===== src/rtl/nb_iter_decoder_if.sv =====
// nb_iter_decoder_if
//   Bundles the request/result signals of nb_iter_decoder.
//   master: drives start, a_in, b_in, c_in, d_in, cnt (and dir when
//           NB_ITER_FWD_EN is defined); observes busy, done, a_out, b_out, d_out.
//   slave : the decoder side, with the directions reversed.
//   Parameters WIDTH / CNT_W must match the decoder instance.
//   Optional feature macro: NB_ITER_FWD_EN (adds the dir signal).
interface nb_iter_decoder_if #(
    parameter int WIDTH = 32,
    parameter int CNT_W = 4
);
    logic             start;
    logic [WIDTH-1:0] a_in;
    logic [WIDTH-1:0] b_in;
    logic [WIDTH-1:0] c_in;
    logic [WIDTH-1:0] d_in;
    logic [CNT_W-1:0] cnt;
`ifdef NB_ITER_FWD_EN
    logic             dir;
`endif
    logic             busy;
    logic             done;
    logic [WIDTH-1:0] a_out;
    logic [WIDTH-1:0] b_out;
    logic [WIDTH-1:0] d_out;

    modport master (
`ifdef NB_ITER_FWD_EN
        output dir,
`endif
        output start, a_in, b_in, c_in, d_in, cnt,
        input  busy, done, a_out, b_out, d_out
    );

    modport slave (
`ifdef NB_ITER_FWD_EN
        input  dir,
`endif
        input  start, a_in, b_in, c_in, d_in, cnt,
        output busy, done, a_out, b_out, d_out
    );
endinterface


===== src/rtl/nb_iter_decoder.sv =====
// nb_iter_decoder
//   Undoes the feedback iteration a<=b+c; d<=a-K_SUB; b<=d+K_ADD, one step per
//   clock, recovering the original (a,b,d) from the final values, c and count.
//   Ports:
//     clk       rising-edge clock
//     rst       synchronous, active-high reset (priority over start)
//     bus.slave start/a_in/b_in/c_in/d_in/cnt in; busy/done/a_out/b_out/d_out out
//   FSM IDLE -> RUN (cnt steps) -> DONE (one cycle) -> IDLE; start accepted in
//   IDLE or DONE, ignored in RUN. Arithmetic wraps modulo 2^WIDTH.
//   Optional feature macro: NB_ITER_FWD_EN -- adds bus.dir, sampled with start;
//   dir=1 runs the forward update instead of the inverse, same timing.
module nb_iter_decoder #(
    parameter int WIDTH = 32,
    parameter int CNT_W = 4,
    parameter int K_SUB = 3,
    parameter int K_ADD = 10
) (
    input  logic              clk,
    input  logic              rst,
    nb_iter_decoder_if.slave  bus
);

    localparam logic [WIDTH-1:0] LP_KSUB = WIDTH'(K_SUB);
    localparam logic [WIDTH-1:0] LP_KADD = WIDTH'(K_ADD);

    typedef enum logic [1:0] {
        S_IDLE = 2'd0,
        S_RUN  = 2'd1,
        S_DONE = 2'd2
    } state_t;

    state_t           r_state;
    logic [WIDTH-1:0] r_a;
    logic [WIDTH-1:0] r_b;
    logic [WIDTH-1:0] r_d;
    logic [WIDTH-1:0] r_c;
    logic [CNT_W-1:0] r_rem;
    logic             r_busy;
    logic             r_done;
`ifdef NB_ITER_FWD_EN
    logic             r_dir;
`endif

    assign bus.busy  = r_busy;
    assign bus.done  = r_done;
    assign bus.a_out = r_a;
    assign bus.b_out = r_b;
    assign bus.d_out = r_d;

    // busy/done are registered alongside the state so they track it exactly.
    always_ff @(posedge clk) begin
        if (rst) begin
            r_state <= S_IDLE;
            r_a     <= '0;
            r_b     <= '0;
            r_d     <= '0;
            r_c     <= '0;
            r_rem   <= '0;
            r_busy  <= 1'b0;
            r_done  <= 1'b0;
`ifdef NB_ITER_FWD_EN
            r_dir   <= 1'b0;
`endif
        end else begin
            case (r_state)
                S_RUN: begin
`ifdef NB_ITER_FWD_EN
                    if (r_dir) begin
                        r_a <= r_b + r_c;
                        r_d <= r_a - LP_KSUB;
                        r_b <= r_d + LP_KADD;
                    end else begin
                        r_b <= r_a - r_c;
                        r_a <= r_d + LP_KSUB;
                        r_d <= r_b - LP_KADD;
                    end
`else
                    r_b <= r_a - r_c;
                    r_a <= r_d + LP_KSUB;
                    r_d <= r_b - LP_KADD;
`endif
                    r_rem <= r_rem - 1'b1;
                    if (r_rem == CNT_W'(1)) begin
                        r_state <= S_DONE;
                        r_busy  <= 1'b0;
                        r_done  <= 1'b1;
                    end
                end
                default: begin
                    // IDLE and DONE both accept; accepting in DONE gives back-to-back runs.
                    if (bus.start) begin
                        r_a   <= bus.a_in;
                        r_b   <= bus.b_in;
                        r_d   <= bus.d_in;
                        r_c   <= bus.c_in;
                        r_rem <= bus.cnt;
`ifdef NB_ITER_FWD_EN
                        r_dir <= bus.dir;
`endif
                        if (bus.cnt == '0) begin
                            r_state <= S_DONE;
                            r_busy  <= 1'b0;
                            r_done  <= 1'b1;
                        end else begin
                            r_state <= S_RUN;
                            r_busy  <= 1'b1;
                            r_done  <= 1'b0;
                        end
                    end else begin
                        r_state <= S_IDLE;
                        r_busy  <= 1'b0;
                        r_done  <= 1'b0;
                    end
                end
            endcase
        end
    end

endmodule


===== src/flat_wrapper.sv =====
// flat-port wrapper written by rule: the top's interface ports become plain ports
module nb_iter_decoder_flat 
#(
    parameter int WIDTH = 32,
    parameter int CNT_W = 4,
    parameter int K_SUB = 3,
    parameter int K_ADD = 10
)
  (clk, rst, bus_start, bus_a_in, bus_b_in, bus_c_in, bus_d_in, bus_cnt, bus_busy, bus_done, bus_a_out, bus_b_out, bus_d_out);
  nb_iter_decoder_if #(.WIDTH(WIDTH), .CNT_W(CNT_W)) bus_i ();
  input  logic clk;
  input  logic rst;
  input wire logic [$bits(bus_i.start)-1:0] bus_start;
  input wire logic [$bits(bus_i.a_in)-1:0] bus_a_in;
  input wire logic [$bits(bus_i.b_in)-1:0] bus_b_in;
  input wire logic [$bits(bus_i.c_in)-1:0] bus_c_in;
  input wire logic [$bits(bus_i.d_in)-1:0] bus_d_in;
  input wire logic [$bits(bus_i.cnt)-1:0] bus_cnt;
  output wire logic [$bits(bus_i.busy)-1:0] bus_busy;
  output wire logic [$bits(bus_i.done)-1:0] bus_done;
  output wire logic [$bits(bus_i.a_out)-1:0] bus_a_out;
  output wire logic [$bits(bus_i.b_out)-1:0] bus_b_out;
  output wire logic [$bits(bus_i.d_out)-1:0] bus_d_out;
  assign bus_i.start = bus_start;
  assign bus_i.a_in = bus_a_in;
  assign bus_i.b_in = bus_b_in;
  assign bus_i.c_in = bus_c_in;
  assign bus_i.d_in = bus_d_in;
  assign bus_i.cnt = bus_cnt;
  assign bus_busy = bus_i.busy;
  assign bus_done = bus_i.done;
  assign bus_a_out = bus_i.a_out;
  assign bus_b_out = bus_i.b_out;
  assign bus_d_out = bus_i.d_out;
  nb_iter_decoder #(.WIDTH(WIDTH), .CNT_W(CNT_W), .K_SUB(K_SUB), .K_ADD(K_ADD)) u_core (.clk(clk), .rst(rst), .bus(bus_i));
endmodule

===== config.mk =====
export PLATFORM = sky130hd
export DESIGN_NAME = nb_iter_decoder_flat
export DESIGN_NICKNAME = d
export VERILOG_FILES = /design/src/rtl/nb_iter_decoder_if.sv /design/src/rtl/nb_iter_decoder.sv /design/src/flat_wrapper.sv
export SDC_FILE = /design/constraint.sdc
export NUM_CORES = 1
export LEC_CHECK = 0
export ABC_AREA = 1
export BUFFER_PORTS_ARGS = -buffer_cell sky130_fd_sc_hd__buf_2
export CAP_MARGIN = 20
export CORE_MARGIN = 2
export CORE_UTILIZATION = 38
export DETAILED_ROUTE_END_ITERATION = 16
export PLACE_DENSITY_LB_ADDON = 0.3
export SKIP_LAST_GASP = 1
export SLEW_MARGIN = 20
export SYNTH_ARGS = -nofsm -noshare
export SYNTH_HDL_FRONTEND = slang
export SYNTH_SLANG_ARGS = --single-unit

===== constraint.sdc =====
create_clock -name clk -period 1.9 [get_ports clk]
set_input_delay 0.095 -clock clk [delete_from_list [all_inputs] [get_ports clk]]
set_output_delay 0.095 -clock clk [all_outputs]
set_load 0.1 [all_outputs]

Yosys cells after proc, flatten, opt, wreduce, memory -nomap -nowiden
Cells that the tools add are included.
- register bits after elaboration: 136
- bits of input ports: 135
- output and inout bits: 98
- logic and storage cells: 39
- add/subtract/negate cells: 4
- equality and inequality tests: 3
- mux-type cells: 20
- bitwise gates (word level): 1
- reduce and logical (&&, ||, !) cells: 3
- operator list (kind ; count):
    $mux W32 ; 6
    $add A32 B2 Y32 const B ; 1
    $sub A32 B32 Y32 ; 1
    $sub A32 B4 Y32 const B ; 1
    $mux W1 ; 8
    $mux W2 ; 4
    $mux W4 ; 2
    $eq A4 B1 Y1 const B ; 1
    $logic_not A4 Y1 ; 1
    $sub A4 B1 Y4 const B ; 1
    $eq A2 B1 Y1 const B ; 1
    $ne A2 B1 Y1 const B ; 1
    $reduce_and A2 Y1 ; 1
    $reduce_bool A2 Y1 ; 1
    $not A1 Y1 ; 1

Longest topological paths before layout
- word-level depth: 4
- depth in mapped cells: 15
- mapped depth without buffers: 15

Least setup slack after synthesis
Ideal clock, no wire load.
- path kind: flip-flop to flip-flop
- start point: reg u_core.r_a[0], in the netlist u_core.bus.a_out[0]
- end point: reg u_core.r_b[28], in the netlist u_core.bus.b_out[28]
- library setup time: 0.132 ns
- arrival time: 2.431 ns
- required time: 1.768 ns
- path slack: -0.663 ns
- cell stages (with the launch flop): 14
- buffers on the path: 0
- period minus slack after synthesis: 2.563 ns
- cells stage by stage: dfxtp_1 > inv_1 > ha_1 > fa_1 > inv_1 > nand3_1 > nand3_1 > nand3_1 > nand3_1 > nand2_1 > nand2_1 > nand2_1 > nand3_1 > a21oi_1
- longest elaborated chain between the ends: 2
- RTL lines (item ; RTL line ; source):
    from (decl) ; nb_iter_decoder.sv:33 ; logic [WIDTH-1:0] r_a;
    from (signal assigned) ; nb_iter_decoder.sv:79 ; r_a <= r_d + LP_KSUB;
    from (signal assigned) ; nb_iter_decoder.sv:92 ; r_a <= bus.a_in;
    $sub A32 B32 Y32 ; nb_iter_decoder.sv:78 ; r_b <= r_a - r_c;
    $mux W32 ; nb_iter_decoder.sv:65 ; case (r_state)
    to (signal assigned) ; nb_iter_decoder.sv:78 ;
    to (signal assigned) ; nb_iter_decoder.sv:93 ; r_b <= bus.b_in;
    to (decl) ; nb_iter_decoder.sv:34 ; logic [WIDTH-1:0] r_b;
No other way between the ends.
A chain may end at the register's enable or synchronous reset.

Worst setup path in the final report
- start point: reg u_core.r_a[10], in the netlist u_core.bus.a_out[10]
- end point: reg u_core.r_b[14], in the netlist u_core.bus.b_out[14]
The elaborated chain is that of the path after synthesis.

==> results.yml <==
pwr:
  max-vdd-ir-drop_mv: 0.4483
  fin_total_pwr_uw: 13230
  leakage_uw: 0.006825
  power.density_nw_per_um2: 940.6
floorplan:
  pin_count: 233
  rows: 57
  die_w_um: 161.6
  core-area_um2: 24320
  fp.dieH_um: 161.6
  start_util_pct: 38.80
  die_area_um2: 26110
route:
  first_pass_iters: 5
  drtIter0Drc: 925
  detail-route-antenna-nets: 0
  viasPerCell: 4.972
  routedWlPerCell_um: 16.63
  drc: 0
  via_count: 11276
  routed_wl_um: 37710
logic_synthesis:
  synth_cells: 1550
  ys_top_cells_by_count: "nand2_1, inv_1, dfxtp_1"
  synthTopCellsByArea: "dfxtp_1, nand2_1, inv_1"
  synthArstFlopShare_pct: 0
  ys_types: 43
  syn_avg_cell_area_um2: 6.087
  synthesis.nets: 1721
  netlist.area_leader.share_pct: 28.43
  synthesis.area_um2: 9435
  synth_enable_flop_cells: 0
  synth_top_area_cell: "dfxtp_1"
  post-synth-top-count-cell: "nand2_1"
  yosys_warnings: 0
  synth_flop_cell: "dfxtp_1"
  synth_seq_area_share_pct: 28.43
  ys_ff_latch: 134
clock_tree:
  htreeDepth: 4
  clk_pin_slew_ns: 0.06
  insertion_delay_ns: 0.43
  cts_tree: "yes"
  numCtsBuffers: 17
  cts_sinks: 134
  cts_root_buf: "clkbuf_16"
  clock_path_buffers: 2
placed_design:
  place.gp.congestion: 0.9880
  pre_cts_slack_ns: -0.1209
  port_buffers: 232
  hpwl_um: 28530
layout:
  antenna_cells: 0
  nFillCells: 2282
  drive_above_1_share_pct: 33.74
  area.growth.synth_to_final_pct: 49.06
  fin_nets: 2102
grt:
  first_global_vias: 10474
  grt_pass1_wl_um: 56660
  grt_max_degree: 91
  gr-total-overflow: 0
  grt_use_total_pct: 27.84
  antenna_found_initial: 0
worst_setup_path:
  startpoint: "u_core.bus.a_out[10]"
  critPathKind: "reg2reg"
  worstSetupEndpointType: "flop"
  critPathArrivalTime_ns: 2.18
  cp.required_ns: 2.21
  cp_max_fo: 4
  start_kind: "flop"
  worstReg2RegStart: "u_core.bus.a_out[10]"
timing:
  setup_viol: 0
  hold_violations: 0
  fmax_ghz: 0.5341
  skew_ns: 0.006387
  post-route-period-util_pct: 98.54
  worst_slack_ns: 0.02772
  drv_slew: 0
  grt_setup_unrepaired: "yes"
  slew_headroom_pct: 59.30
  worstMarginPinSlew_ns: 0.6099
  finalWorstPathRequiredPeriod_ns: 1.872
run_status:
  status: "finished, final reports clean"
hold_path:
  min_path_type: "in2reg"
  min-delay-start: "bus_b_in[11]"
run:
  maxCapViolations: 0
[metrics by stage]
| step | std cells | hold slack [ns] | setup TNS (ns) | area (um2) | util [%] |
|---|---|---|---|---|---|
| global route | 2268 | -0.002395 | -0.4995 | 14060 | 57.83 |
| detailed placement | 2142 | 0.3401 | -0.8607 | 11700 | 48.10 |
| CTS | 2259 | 0.001174 | -0.07219 | 13340 | 54.86 |
| global placement | 2142 | 0.3278 | -0.5403 | 11700 | 48.10 |
| finish | 2268 | 0.0009648 | 0 | 14060 | 57.83 |
| floorplan | 1550 | 0.2299 | 0 | 9592 | - |
[sequential cells by signal (all words and copies together), names as in the netlist]
name,cells
u_core.bus.a_out,32
u_core.bus.b_out,32
u_core.bus.d_out,32
u_core.r_c,32
u_core.r_rem,4
u_core.r_state,2
[path summary, 6_finish.rpt]
| kind | to | slack (ns) | cells after the start |
|---|---|---|---|
| worst max register to register | u_core.bus.b_out[14] | 0.03 | 11 |
| worst min register to register | u_core.r_c[30] | 0.46 | 2 |
| worst max-delay path | u_core.bus.b_out[14] | 0.03 | 11 |
| worst min-delay path | u_core.bus.b_out[11] | 0.001 | 3 |
[worst max-delay path, cell delays in order (launching register included)]
cell and delay, ns:
dfxtp_4 0.36, ha_4 0.25, buf_4 0.15, nand2_4 0.07, inv_1 0.07, nand2_2 0.11
inv_2 0.07, a21oi_4 0.14, nand2_4 0.08, or2_1 0.23, a31oi_1 0.16, nor2_1 0.06
[layout make-up]
class	instances	area, um2	area share [%]
multi-input combinational	1092	6311	44.87
clock buffer	21	491.7	3.496
inverter	272	1031	7.330
tap	324	405.4	2.882
sequential	134	2830	20.12
timing repair buffer	414	2855	20.30
clock inverter	11	140.1	0.9964
[layer usage]
metal	GRT usage [%]	wire length, um
met2	43.55	16820
met5	0	0
met3	5.110	2557
met1	39.00	17390
met4	8.279	944
[cells by family (layout without fill, tap and decap cells)]
logic type               Yosys count  after routing  synth area share (%)
buffers and inverters            324            718                 13.23
XOR/XNOR                          25             25                 2.321
AO/OA/AOI/OAI                    279            279                 16.76
adder cells (fa/ha/maj)           36             36                 4.853
flip-flops                       134            134                 28.43
AND/OR/NAND/NOR                  752            752                 34.40
[what timing repair did]
action,CTS,global route
pin swaps,3,38
hold buffers,85,0
endpoints found under the hold margin,85,0
resized for setup,31,166
buffers inserted,0,9
endpoints found under the setup margin,23,42
[where the power goes]
part | internal, uW | leakage (uW) | total (uW) | switching [uW]
Clock | 2250 | 0.000319 | 3610 | 1370
Sequential | 3130 | 0.00114 | 3490 | 363
Combinational | 1930 | 0.00536 | 6120 | 4190
[cells in the final DEF (no fill, tap or decap), types with 8 or more instances in the layout]
cell type,count
o21ai_1,8
inv_1,243
nand3_1,69
a22o_1,19
a31oi_1,44
buf_4,85
nor2_2,21
nand4_1,12
o21ai_0,80
or2_2,11
nor2_1,97
nor3_1,9
dfxtp_1,54
nor2_4,18
nor3_2,8
nand2_2,41
clkbuf_16,18
xor2_1,21
nand2_1,422
buf_12,8
ha_4,26
a21oi_2,19
nand3_2,15
buf_2,232
inv_2,25
nand2_4,11
a21oi_1,89
dfxtp_4,19
dfxtp_2,61
dlygate4sd3_1,85
No activity file was read; power rests on OpenSTA's default activity.
